## src/rtl/traffic_phase_sequencer.sv

```systemverilog
// Purpose : times each traffic-light phase and issues the phase-request code and
//           debounced pedestrian pulse to the control unit.
// Latency : outputs registered; sw appears one edge after the final phase tick.
//           btn follows the debounced press by at least one edge.
// Backpressure: none. Requests are held until the light word changes.
//           Pedestrian presses wait in a one-deep pending flag until Green.
// Ports   : clk, reset_n (async active-low)
//           ped_raw (async button)
//           cw_traffic_lights (one-hot light: 100 R, 010 G, 001 Y)
//           sw_traffic_lights (00 none, 01 R, 10 G, 11 Y)
//           btn (one-cycle pedestrian request)
module traffic_phase_sequencer #(
    parameter int unsigned PRESCALE        = 1000,
    parameter int unsigned RED_TICKS       = 10,
    parameter int unsigned GREEN_TICKS     = 10,
    parameter int unsigned YELLOW_TICKS    = 3,
    parameter int unsigned MIN_GREEN_TICKS = 4,
    parameter int unsigned DEBOUNCE        = 16
) (
    input  logic       clk,
    input  logic       reset_n,
    input  logic       ped_raw,
    input  logic [2:0] cw_traffic_lights,
    output logic [1:0] sw_traffic_lights,
    output logic       btn
);

    localparam int unsigned PW = (PRESCALE > 1) ? $clog2(PRESCALE) : 1;
    localparam int unsigned DW = (DEBOUNCE > 1) ? $clog2(DEBOUNCE) : 1;

    typedef enum logic [1:0] {
        PH_NONE   = 2'd0,
        PH_RED    = 2'd1,
        PH_GREEN  = 2'd2,
        PH_YELLOW = 2'd3
    } phase_e;

    // State
    logic [2:0]    cw_q;
    logic [PW-1:0] prescale_cnt_q, prescale_cnt_d;
    logic [7:0]    tick_cnt_q, tick_cnt_d;
    logic [1:0]    sw_q, sw_d;
    logic          btn_q, btn_d;
    logic          sync1_q, sync2_q;
    logic          db_state_q, db_state_d;
    logic [DW-1:0] db_cnt_q, db_cnt_d;
    logic          ped_pending_q, ped_pending_d;

    // Decoded phase and per-phase constants
    phase_e     phase;
    logic       phase_vld;
    logic       phase_chg;
    logic       tick;
    logic       timeout;
    logic       db_rise;
    logic       btn_ok;
    logic [7:0] limit;
    logic [1:0] req;

    always_comb begin
        phase = PH_NONE;
        case (cw_traffic_lights)
            3'b100:  phase = PH_RED;
            3'b010:  phase = PH_GREEN;
            3'b001:  phase = PH_YELLOW;
            default: phase = PH_NONE;
        endcase
    end

    always_comb begin
        limit = 8'd1;
        req   = 2'b00;
        case (phase)
            PH_RED: begin
                limit = 8'(RED_TICKS);
                req   = 2'b10;
            end
            PH_GREEN: begin
                limit = 8'(GREEN_TICKS);
                req   = 2'b11;
            end
            PH_YELLOW: begin
                limit = 8'(YELLOW_TICKS);
                req   = 2'b01;
            end
            default: begin
                limit = 8'd1;
                req   = 2'b00;
            end
        endcase
    end

    assign phase_vld = (phase != PH_NONE);
    assign phase_chg = (cw_traffic_lights != cw_q);
    assign tick      = phase_vld && (prescale_cnt_q == PW'(PRESCALE - 1));
    // A phase change on the same edge overrides the timeout.
    assign timeout   = tick && !phase_chg && (sw_q == 2'b00) &&
                       (tick_cnt_q == (limit - 8'd1));

    // Prescaler, phase timer and request register
    always_comb begin
        prescale_cnt_d = prescale_cnt_q;
        tick_cnt_d     = tick_cnt_q;
        sw_d           = sw_q;
        if (phase_chg || !phase_vld) begin
            prescale_cnt_d = '0;
            tick_cnt_d     = 8'd0;
            sw_d           = 2'b00;
        end else begin
            prescale_cnt_d = tick ? '0 : prescale_cnt_q + 1'b1;
            if (tick && (sw_q == 2'b00)) begin
                if (timeout) begin
                    tick_cnt_d = limit;
                    sw_d       = req;
                end else begin
                    tick_cnt_d = tick_cnt_q + 8'd1;
                end
            end
        end
    end

    // Debouncer on the synchronised button level
    always_comb begin
        db_state_d = db_state_q;
        db_cnt_d   = '0;
        if (sync2_q != db_state_q) begin
            if (db_cnt_q == DW'(DEBOUNCE - 1)) begin
                db_state_d = sync2_q;
                db_cnt_d   = '0;
            end else begin
                db_cnt_d = db_cnt_q + 1'b1;
            end
        end
    end

    assign db_rise = !db_state_q && db_state_d;

    // btn uses the tick count as it will be after this edge, so the pulse lands
    // on the same edge the minimum green time is reached. The !btn_q term keeps
    // a press accepted on the issue edge from producing back-to-back pulses.
    assign btn_ok = (phase == PH_GREEN) && ped_pending_q && (sw_q == 2'b00) &&
                    (tick_cnt_d >= 8'(MIN_GREEN_TICKS)) && !phase_chg &&
                    !timeout && !btn_q;

    always_comb begin
        btn_d         = btn_ok;
        ped_pending_d = ped_pending_q | db_rise;
        if (timeout && (phase == PH_GREEN)) begin
            // Yellow is already being requested; any press is moot.
            ped_pending_d = 1'b0;
        end else if (btn_ok) begin
            ped_pending_d = db_rise;
        end
    end

    always_ff @(posedge clk or negedge reset_n) begin
        if (!reset_n) begin
            cw_q           <= 3'b000;
            prescale_cnt_q <= '0;
            tick_cnt_q     <= 8'd0;
            sw_q           <= 2'b00;
            btn_q          <= 1'b0;
            sync1_q        <= 1'b0;
            sync2_q        <= 1'b0;
            db_state_q     <= 1'b0;
            db_cnt_q       <= '0;
            ped_pending_q  <= 1'b0;
        end else begin
            cw_q           <= cw_traffic_lights;
            prescale_cnt_q <= prescale_cnt_d;
            tick_cnt_q     <= tick_cnt_d;
            sw_q           <= sw_d;
            btn_q          <= btn_d;
            sync1_q        <= ped_raw;
            sync2_q        <= sync1_q;
            db_state_q     <= db_state_d;
            db_cnt_q       <= db_cnt_d;
            ped_pending_q  <= ped_pending_d;
        end
    end

    assign sw_traffic_lights = sw_q;
    assign btn               = btn_q;

endmodule
```

## config.mk

```make
export PLATFORM = sky130hd
export DESIGN_NAME = traffic_phase_sequencer
export DESIGN_NICKNAME = d
export VERILOG_FILES = /design/src/rtl/traffic_phase_sequencer.sv
export SDC_FILE = /design/constraint.sdc
export NUM_CORES = 1
export LEC_CHECK = 0
export BUFFER_PORTS_ARGS = -buffer_cell sky130_fd_sc_hd__buf_2
export CAP_MARGIN = 0
export CORE_MARGIN = 1
export CORE_UTILIZATION = 45
export CTS_CLUSTER_SIZE = 28
export DETAILED_ROUTE_END_ITERATION = 7
export HOLD_SLACK_MARGIN = 0.05
export PLACE_DENSITY_LB_ADDON = 0.05
export SYNTH_ARGS = -nofsm -noshare
export SYNTH_HDL_FRONTEND = slang
export SYNTH_SLANG_ARGS = --single-unit
```

## constraint.sdc

```tcl
create_clock -name clk -period 2.8 [get_ports clk]
set_clock_uncertainty 0.05 [all_clocks]
set_input_delay 0.56 -clock clk [delete_from_list [all_inputs] [get_ports clk]]
set_output_delay 0.56 -clock clk [all_outputs]
set_load 0.03 [all_outputs]
```

# Word-level counts from Yosys, hierarchy flattened
# Index checks and enable logic that the tools add are counted.
[totals]
reg_bits = 32
input_bits = 6
output_inout_bits = 3
wordCells = 69
[classes]
add_sub_neg = 4
n_lt_le_gt_ge = 1
n_eq_ne = 11
n_mux = 17
n_bitwise = 1
n_reduce_logical = 25
[ops]
columns = ["operator", "n"]
rows = [
  ["$mux W8", 3],
  ["$mux W10", 2],
  ["$logic_and A1 B1 Y1", 13],
  ["$pmux W2 S3", 2],
  ["$add A10 B1 Y10 const B", 1],
  ["$eq A10 B10 Y1 const B", 1],
  ["$add A8 B1 Y8 const B", 1],
  ["$eq A8 B8 Y1", 1],
  ["$ge A8 B3 Y1 const B", 1],
  ["$mux W4", 2],
  ["$pmux W4 S2", 1],
  ["$sub A8 B1 Y8 const B", 1],
  ["$mux W2", 3],
  ["$reduce_bool A2 Y1", 3],
  ["$logic_not A1 Y1", 5],
  ["$add A4 B1 Y4 const B", 1],
  ["$eq A2 B2 Y1 const B", 2],
  ["$eq A4 B4 Y1 const B", 1],
  ["$mux W1", 4],
  ["$eq A3 B1 Y1 const B", 1],
  ["$eq A3 B2 Y1 const B", 1],
  ["$eq A3 B3 Y1 const B", 1],
  ["$ne A3 B3 Y1", 1],
  ["$eq A2 B1 Y1 const B", 1],
  ["6 further kinds", 6],
]

# Logic depth before layout (Yosys ltp)
[depth]
depth_word = 18
depth_mapped = 11
ltp_nobuf = 10

# Least setup slack after synthesis
# OpenSTA, ideal clock, no wires.
[synth_path]
path_type = "input to register"
startpoint = "input cw_traffic_lights[0]"
endpoint = "register btn_q, in the netlist btn"
setup_time_ns = 0.094
t_arrival_ns = 2.726
t_required_ns = 2.656
slack_ns = -0.070
cell_stages = 11
cell_sequence = "xnor2_1 > nor2_1 > inv_1 > ha_1 > or3_1 > or4_4 > buf_6 > a21o_1 > a211oi_2 > a211oi_2 > a221oi_2"
[synth_between]
elab_chain_len = 16
word_cells_on_any_way = 32
[synth_lines]
columns = ["element", "line_no", "text"]
rows = [
  ["start: declaration", "23", "input logic [2:0] cw_traffic_lights,"],
  ["$eq A3 B1 Y1 (tied with other cells)", "62", "case (cw_traffic_lights)"],
  ["$pmux W2 S3", "62", ""],
  ["$eq A2 B2 Y1 or $eq A2 B1 Y1 (tied branches)", "73, 141", ""],
  ["$reduce_or A2 Y1 (no line)", "n/a", ""],
  ["$pmux W4 S2", "73", "case (phase)"],
  ["$sub A8 B1 Y8", "98", "(tick_cnt_q == (limit - 8'd1));"],
  ["$eq A8 B8 Y1", "98", ""],
  ["$logic_and A1 B1 Y1", "97", "assign timeout = tick && !phase_chg && (sw_q == 2'b00) &&"],
  ["$mux W8", "112", "if (timeout) begin"],
  ["$mux W8", "111", "if (tick && (sw_q == 2'b00)) begin"],
  ["$mux W8", "105", "if (phase_chg || !phase_vld) begin"],
  ["$ge A8 B3 Y1", "142", "(tick_cnt_d >= 8'(MIN_GREEN_TICKS)) && !phase_chg &&"],
  ["$logic_and A1 B1 Y1", "141", "assign btn_ok = (phase == PH_GREEN) && ped_pending_q && (sw_q == 2'b00) &&"],
  ["$logic_and A1 B1 Y1", "142", ""],
  ["$logic_and A1 B1 Y1 (*)", "142", ""],
  ["$logic_and A1 B1 Y1 (*)", "143", "!timeout && !btn_q;"],
  ["named net btn_d", "43", "logic btn_q, btn_d;"],
  ["end signal: assignment", "173", "btn_q <= btn_d;"],
  ["end: declaration", "43", ""],
]
# The timed path passes the listed nets; every way through them passes the cells marked *.
# A chain may end at the register's enable or synchronous reset.

# Worst setup path after layout
# Ends and elaborated chain as after synthesis.

==> flow_summary.toml <==
[place]
placed_cells = 246
placed_cell_area_um2 = 1950
dp_hpwl_um = 2530
globalplace.congestion = 0.828
port_buffers = 8

[layout]
final_util = 0.590
final_cells = 260
final_area_um2 = 2190
fillers = 335
nNetsFinal = 224
antenna_cells = 0
drive_gt1_frac = 0.274
area_growth_pct = 24.5

[setup_path]
start_kind = "input pin"
crit_type = "input pin to register"
cp_slowest_cell = "or4_4"
end_kind = "register"
cp_data_arrival_time_ns = 2.91
cp_data_required_time_ns = 2.94
worst-path-max-fanout = 6
cp_cell_sequence = "buf_8 -> xnor2_2 -> nor2_2 -> inv_2 -> ha_4 -> or3_4 -> or4_4 -> or3_4 -> o211ai_4 -> nor2_2 -> a221oi_2"
critPathMaxStageDelay_ns = 0.59

[timing]
setup_viol_count_final = 0
fmax_mhz = 360
tns_ns = 0
relSlewSlack = 0.538
period_needed_ns = 2.77
finalHoldViolCount = 0
rsz0062_at_grt = "yes"
timing.final.crit_share = 0.991
worst_pin_slew_ns = 0.692
drv_slew = 0

[power]
power_density_nw_per_um2 = 462
p_leak_nw = 0.924
ir_drop_v = 0.000348

[min_path]
hp-class = "input pin to async pin"

[logic_synthesis]
syn_area_um2 = 1760
yosysSeqAreaShare = 0.455
netlist_instances = 181
ys_warn_count = 0
synth_ff_type = "dfrtp_1"
ys_ff_latch = 32
synth.net_count = 194
syn_area_per_cell_um2 = 9.73
synth-edff-count = 0
synth-async-reset-ratio = 1.00
yosys.cell_types.count = 42

[detailed_routing]
m1WireLength_um = 1780
wl_met3_um = 123
ant_nets = 0
dr_wl_met2_um = 1820
routed_via_density = 5.53
top_layer_used = "met4"
dr.first_iter.drc_count = 76
wl_um = 3870
vias = 1439
routedWlPerCell_um = 14.9
drt_pass1_iterations = 4
drc = 0

[run_status]
status = "completed"

[global_route]
grt_pass1_wl_um = 6040
grt_overflow = 0
grt_pass1_vias = 1371
grt_usage = 0.192
grt_max_degree = 33
antenna_found_initial = 0

[cts]
htree_levels = 2
numCtsBuffers = 5
cts_tree = "yes"
cts-hold-fix-buffers = 0
cts_root_buffer = "clkbuf_8"
insertion_delay_ns = 0.28
clock_path_buffers = 2
clock_sinks = 32
clkTransAtPathRegs_ns = 0.07

[floorplanning]
dieHeight_um = 64.5
io_pins = 9
design.die.area_um2 = 4170
rows = 22
die_w_um = 64.5
initial_utilization = 0.474
coreArea_um2 = 3720

[job]
cap_violations = 0
==> metal layers <==
layer  vias to the layer above  GRT usage
li1                        695          -
met5                         -          0
met3                        15     0.0370
met2                        23      0.320
met4                         0     0.0833
met1                       706      0.241
==> metrics by stage <==
| step | hold slack, ns | power [mW] | setup WS [ns] |
|---|---|---|---|
| 3_3_place_gp | 0.290 | 0.568 | -0.161 |
| 4_1_cts | 0.306 | 1.01 | 0.0761 |
| 3_5_place_dp | 0.287 | 0.571 | -0.232 |
| 5_1_grt | 0.313 | 1.05 | -0.0412 |
| 6_report | 0.268 | 1.01 | 0.0256 |
| 2_1_floorplan | 0.214 | 0.529 | 0.0247 |
==> state kept, by name, summed over array words and instances, names as in the netlist <==
| signal | flops |
|---|---|
| prescale_cnt_q | 10 |
| tick_cnt_q | 8 |
| db_cnt_q | 4 |
| cw_q | 3 |
| sw_traffic_lights | 2 |
| btn | 1 |
| db_state_q | 1 |
| ped_pending_q | 1 |
| sync1_q | 1 |
| sync2_q | 1 |
==> path summary, 6_finish.rpt <==
kind	from	endpoint	slack, ns	depth (start not counted)
worst min register to register	sync1_q$_DFF_PN0_	sync2_q$_DFF_PN0_	0.31	0
worst max-delay path	cw_traffic_lights[0]	btn$_DFF_PN0_	0.03	11
max in group asynchronous	reset_n	prescale_cnt_q[9]$_DFF_PN0_	1.98	1
min in group clk	sync1_q$_DFF_PN0_	sync2_q$_DFF_PN0_	0.31	0
worst min-delay path	reset_n	tick_cnt_q[6]$_DFF_PN0_	0.27	1
worst max register to register	prescale_cnt_q[0]$_DFF_PN0_	btn$_DFF_PN0_	0.41	7
==> cell type report <==
cell class | count | area (um^2) | area share
Clock inverter | 2 | 35.0 | 0.0160
Tap cell | 48 | 60.1 | 0.0274
Clock buffer | 6 | 72.6 | 0.0331
Timing Repair Buffer | 30 | 228 | 0.104
Inverter | 7 | 26.3 | 0.0120
Multi-Input combinational cell | 135 | 970 | 0.442
Sequential cell | 32 | 801 | 0.365
==> cell families (layout without fill, tap and decap cells) <==
family,count (synthesis),count (layout),share of synthesized area
AO/OA/AOI/OAI,28,28,0.113
AND/OR/NAND/NOR,79,80,0.245
buffers and inverters,15,45,0.0384
flip-flops,32,32,0.455
XOR/XNOR,20,20,0.0995
adder cells (fa/ha/maj),7,7,0.0497
==> placed cells by master, fill, tap and decap left out, drive strengths merged, types with 3 or more instances in the layout <==
master,netlist,routed
or3,6,6
a21oi,8,8
nand2,12,12
nand2b,3,3
dfrtp,32,32
xnor2,10,10
and3,5,5
nor3,4,4
clkbuf,4,6
inv,7,7
xor2,10,10
nor4,3,3
ha,7,7
nor2,24,24
nand3,8,8
nand4b,3,3
o21ai,8,8
buf,4,30
==> synthesized netlist by cell type (2+ instances only) <==
cell      count  share of area
dfrtp_1      32           0.45
nand2_1      12          0.026
nand4b_1      3          0.015
nor3_1        4          0.011
clkbuf_1      4         0.0085
nor4_1        3          0.011
buf_2         3         0.0085
nand2b_1      3          0.011
nor2_1       23          0.049
nand4_1       2         0.0071
inv_1         7          0.015
o21ai_0       7          0.020
xnor2_1      10          0.050
nand3_1       8          0.023
ha_1          7          0.050
and3_1        5          0.018
a211oi_2      2          0.014
xor2_1       10          0.050
or3_1         6          0.021
a21oi_1       8          0.023
==> report_power, final <==
part / internal [mW] / leakage [nW] / switching, mW
Combinational: 0.0549 / 0.441 / 0.0527
Sequential: 0.470 / 0.428 / 0.00559
Clock: 0.264 / 0.0552 / 0.165
==> timing repair <==
item | CTS | global route
endpoints found under the setup margin | 0 | 3
resized for setup | 0 | 22
buffers inserted | 0 | 5
==> critical path: cells and delay by family <==
kind,cells,cell delay (ns)
adders and majority gates,1,0.16
AOI/OAI and AO/OA,2,0.32
xor gates and xnor gates,1,0.13
and+or+nand+nor,5,1.57
buffers and inverters,2,0.17
No activity file was read; power rests on OpenSTA's default activity.
